$ cat src/rtl/mont_enc.sv
// Streaming normal-to-Montgomery converter for Kyber coefficients: out = a * 2^16 mod q.
// Four-stage stall-all pipeline: multiply by R^2 mod q, then Montgomery reduce, then canonicalise.
`timescale 1ns/1ps
module mont_enc #(
  parameter int Q      = 3329,
  parameter int QINV   = 62209,
  parameter int R2MODQ = 1353,
  parameter int DW     = 16
) (
  input  logic          clk,
  input  logic          srst,
  input  logic          in_valid,
  output logic          in_ready,
  input  logic [DW-1:0] in_data,
  input  logic          in_last,
  output logic          out_valid,
  input  logic          out_ready,
  output logic [DW-1:0] out_data,
  output logic          out_last
);

  localparam int PW = 2 * DW;
  localparam logic signed [PW-1:0] R2_W   = PW'(R2MODQ);
  localparam logic signed [PW-1:0] Q_W    = PW'(Q);
  localparam logic signed [DW-1:0] Q_N    = DW'(Q);
  localparam logic        [DW-1:0] QINV_U = DW'(QINV);

  logic                 adv;
  logic [3:0]           vld_q, vld_d;
  logic [3:0]           lst_q, lst_d;
  logic signed [PW-1:0] p1_q, p1_d;
  logic signed [PW-1:0] p2_q, p2_d;
  logic [DW-1:0]        t2_q, t2_d;
  logic signed [PW-1:0] d3_q, d3_d;
  logic [DW-1:0]        o4_q, o4_d;
  logic signed [PW-1:0] t2_ext;
  logic signed [DW-1:0] r4;
  logic                 unused_lo;

  always_comb begin
    adv    = !vld_q[3] || out_ready;
    vld_d  = {vld_q[2:0], in_valid};
    lst_d  = {lst_q[2:0], in_last};
    p1_d   = $signed({{DW{in_data[DW-1]}}, in_data}) * R2_W;
    // Only the low half of p matters for the quotient estimate t.
    t2_d   = p1_q[DW-1:0] * QINV_U;
    p2_d   = p1_q;
    t2_ext = $signed({{DW{t2_q[DW-1]}}, t2_q});
    d3_d   = p2_q - t2_ext * Q_W;
    // Low half of d is zero by construction; r lies in (-q, q).
    r4     = d3_q[PW-1:DW];
    if (r4[DW-1]) o4_d = r4 + Q_N;
    else          o4_d = r4;
  end

  assign unused_lo = ^d3_q[DW-1:0];

  always_ff @(posedge clk) begin
    if (srst) begin
      vld_q <= '0;
      lst_q <= '0;
      p1_q  <= '0;
      p2_q  <= '0;
      t2_q  <= '0;
      d3_q  <= '0;
      o4_q  <= '0;
    end else if (adv) begin
      vld_q <= vld_d;
      lst_q <= lst_d;
      p1_q  <= p1_d;
      p2_q  <= p2_d;
      t2_q  <= t2_d;
      d3_q  <= d3_d;
      o4_q  <= o4_d;
    end
  end

  assign in_ready  = adv;
  assign out_valid = vld_q[3];
  assign out_last  = lst_q[3];
  assign out_data  = o4_q;

endmodule

$ cat config.mk
export PLATFORM = sky130hd
export DESIGN_NAME = mont_enc
export DESIGN_NICKNAME = d
export VERILOG_FILES = /design/src/rtl/mont_enc.sv
export SDC_FILE = /design/constraint.sdc
export NUM_CORES = 1
export LEC_CHECK = 0
export CORE_UTILIZATION = 64
export DETAILED_ROUTE_END_ITERATION = 16
export GPL_ROUTABILITY_DRIVEN = 1
export PLACE_DENSITY_LB_ADDON = 0.1
export SYNTH_ARGS = -nofsm -noshare
export SYNTH_HDL_FRONTEND = slang
export SYNTH_SLANG_ARGS = --single-unit
$ cat constraint.sdc
create_clock -name clk -period 5.4 [get_ports clk]
set_input_delay 0.54 -clock clk [delete_from_list [all_inputs] [get_ports clk]]
set_output_delay 0.54 -clock clk [all_outputs]
set_load 0.01 [all_outputs]
==> metrics.md <==
| Metric | Value |
|---|---|
| Initial antenna violation count | `0` |
| Met1 WL | `10140 um` |
| Final critical-path share of the clock period | `95.80%` |
| Total number of yosys warnings | `0` |
| FP Rows | `48` |
| Post-synth cell types | `59` |
| Fillers | `1379` |
| DR iter-0 viols | `331` |
| Fmax | `193.3 MHz` |
| Clock root cell | `clkbuf_16` |
| Clock slew at reported path FFs | `0.07 ns` |
| Setup violators final | `0` |
| Buffers on Ports | `39` |
| Fraction of registers with async set/reset | `0%` |
| Post-synth EDFFs | `0` |
| CTS tree | `yes` |
| Core area | `0.01724 sq mm` |
| Starting Density | `65.20%` |
| I/O Pins | `40` |
| Via density | `5.266` |
| Mapped Area | `0.01124 sq mm` |
| Hold crit path type | `flip-flop to flip-flop` |
| Cell chain of the critical path | `ha_1 -> ha_1 -> inv_1 -> fa_1 -> fa_1 -> inv_1 -> ha_1 -> fa_1 -> inv_1 -> ha_1 -> a21o_1 -> a21o_1 -> a22o_1 -> or3_4 -> a21o_1 -> a21oi_2 -> xor2_1 -> o22ai_1` |
| Worst Path Class, Setup | `flip-flop to flip-flop` |
| Die W | `134.5 um` |
| Area growth, synth to finish | `8.951%` |
| Tmin final | `5.173 ns` |
| Core Util, Final | `71.04%` |
| Largest net degree at the start of global routing | `122` |
| Total global-route track usage | `25.54%` |
| Routed WL | `21130 um` |
| Clock Path Buffers | `2` |
| Hold_buf cts | `0` |
| Layout Skew | `0.01074 ns` |
| Antenna-violating nets left | `0` |
| Wire per inst | `13.51 um` |
| GRT overflow | `0` |
| CP most frequent cell | `ha_1` |
| Placer Congestion | `0.8069` |
| WP data arrival | `5.39 ns` |
| Max Cap Viol | `0` |
| Post-Syn Area per Cell | `8.632 sq um` |
| Register area share after synthesis | `18.53%` |
| Worst setup EP type | `flip-flop` |
| HPWL after DPL | `17040 um` |
| Post-synthesis register bit count | `104` |
| Status | `finished, final reports clean` |
| Die Height | `134.5 um` |
| Num CTS Buffers | `9` |
| Gate Count Post-Synth | `1302` |
| Fin. Hold Viols | `0` |
| Wire length on met3 | `376 um` |
| Post-Syn Nets | `1655` |
| Slowest stage delay, CP | `0.55 ns` |
| Clk_lat worst skew | `0.36 ns` |
| Crit Path Max Fanout | `4` |
| Total number of vias | `8236` |
| Top_reg_cell synth | `dfxtp_1` |
| Final #Nets | `1687` |
| Clock H-tree levels | `3` |
| Share of layout cells above drive strength 1 | `3.659%` |
| Setup Buffers After CTS | `0` |
| Critical Path Start Type | `flip-flop` |
| Clk sink count | `104` |
| Buffers and inverters on the worst path | `3` |
| Highest metal used | `met4` |
| DIE AREA | `0.01809 sq mm` |
| Top delay family on crit path | `adder cells` |
| TNS Setup | `0 ns` |
| RSZ-0062 raised after global routing | `no` |
| DR WL met2 | `10170 um` |
| Slew Limit Headroom | `44.47%` |
| # DRC | `0` |
| Critical Path RT | `5.62 ns` |
| Vias in the first global route | `8234` |
| Slowest cell on crit path | `fa_1` |
| Drt first pass iters | `4` |
| Least-Margin Pin Slew | `0.8330 ns` |
| First-pass GRT wire length | `37280 um` |
| # diodes | `0` |
| Fin. max-slew vios | `0` |
| Post-CTS resize count | `0` |
## worst register-to-register path, delay by kind of cell, from the launching register on
kind / cells / cell delay, ns
simple gates: 1 / 0.39
xor+xnor: 1 / 0.17
flops: 1 / 0.44
buf+inv: 3 / 0.14
compound gates: 6 / 1.11
fa+ha+maj: 7 / 2.77
## kinds of logic (layout without fill, tap and decap cells)
group	after synthesis	after routing	share of synthesized area (%)
AND/OR/NAND/NOR	279	279	10.64
adder cells (fa/ha/maj)	332	332	43.58
flip-flops	104	104	18.53
multiplexers	4	4	0.3674
AO/OA/AOI/OAI	204	204	11.56
XOR/XNOR	60	60	4.676
buffers and inverters	319	356	10.65
## final cells by class
cell class,count,area (sq um),share of cell area [%]
well taps,225,281.5,2.299
multi-input cells,879,7975,65.13
clock buffers,11,252.7,2.064
flip-flops and latches,104,2082,17.00
clock inverters,5,63.81,0.5212
repair buffers,55,518.0,4.231
inverters,285,1071,8.747
## synth_stat cells, types with 2 or more instances
library cell / count / share of area, %
o31ai_1: 3 / 0.20
nor2b_1: 2 / 0.11
or3_1: 5 / 0.28
o22ai_1: 3 / 0.17
fa_1: 99 / 18
nand3_1: 9 / 0.40
a21o_1: 16 / 1.1
nand4_1: 8 / 0.45
a21oi_2: 2 / 0.16
o21bai_1: 2 / 0.13
a211oi_1: 19 / 1.3
a31oi_1: 6 / 0.33
and4_1: 2 / 0.16
o21ai_0: 25 / 1.1
clkbuf_1: 32 / 1.1
xor2_1: 23 / 1.8
o21a_1: 3 / 0.20
ha_1: 233 / 26
a311oi_1: 2 / 0.16
xnor2_1: 37 / 2.9
nand2b_1: 6 / 0.33
nor2_1: 49 / 1.6
a41oi_1: 2 / 0.16
and2_1: 2 / 0.11
a22oi_1: 2 / 0.13
o2111ai_1: 3 / 0.23
nor3_1: 11 / 0.49
and3_1: 5 / 0.28
nand3b_1: 4 / 0.27
buf_1: 2 / 0.067
dfxtp_1: 104 / 19
a211oi_2: 2 / 0.22
mux2i_1: 3 / 0.27
a21oi_1: 98 / 4.4
nand2_1: 171 / 5.7
inv_1: 284 / 9.5
## registers in the layout, indices dropped and copies added (netlist names)
name      cells
out_data     16
p1_q         28
d3_q         16
p2_q         28
t2_q          8
lst_q         4
vld_q         4
## cells in the final DEF, fill, tap and decap left out, drive strengths merged, types with 6 or more instances in the layout
cell type	instances
inv	284
ha	233
nand2	171
dfxtp	104
a21oi	100
fa	99
nor2	49
clkdlybuf4s50	38
xnor2	37
o21ai	26
xor2	23
a211oi	21
buf	17
a21o	16
nor3	11
clkbuf	11
nand3	10
nand4	8
a31oi	7
nand2b	6
or3	6
and3	6
## layer usage
| layer | vias to the layer above | GRT usage (%) |
|---|---|---|
| li1 | 4244 | - |
| met1 | 3872 | 33.01 |
| met2 | 86 | 44.96 |
| met3 | 34 | 2.665 |
| met4 | 0 | 7.865 |
| met5 | - | 0 |
## metrics by stage
stage | hold slack, ns | cells | setup WS [ns] | cell area (sq um)
after floorplan | 0.4319 | 1302 | 0.5452 | 11240
after global placement | 0.4381 | 1548 | 0.08003 | 11920
after detailed placement | 0.4444 | 1548 | -0.02775 | 11920
after CTS | 0.4524 | 1564 | 0.1833 | 12240
after global routing | 0.4674 | 1564 | 0.03888 | 12240
final | 0.4509 | 1564 | 0.2268 | 12240
## worst paths after layout
kind,startpoint,to,slack (ns),cells after the start
worst max-delay path,p2_q[5]$_SDFFE_PP0P_,d3_q[20]$_SDFFE_PP0P_,0.23,18
worst min-delay path,out_data[15]$_SDFFE_PP0P_,out_data[15]$_SDFFE_PP0P_,0.45,2
worst max register to register,p2_q[5]$_SDFFE_PP0P_,d3_q[20]$_SDFFE_PP0P_,0.23,18
worst min register to register,out_data[15]$_SDFFE_PP0P_,out_data[15]$_SDFFE_PP0P_,0.45,2
Power is not shown: default switching activity piles up to over one toggle a cycle in this logic, so the estimate is an artifact.
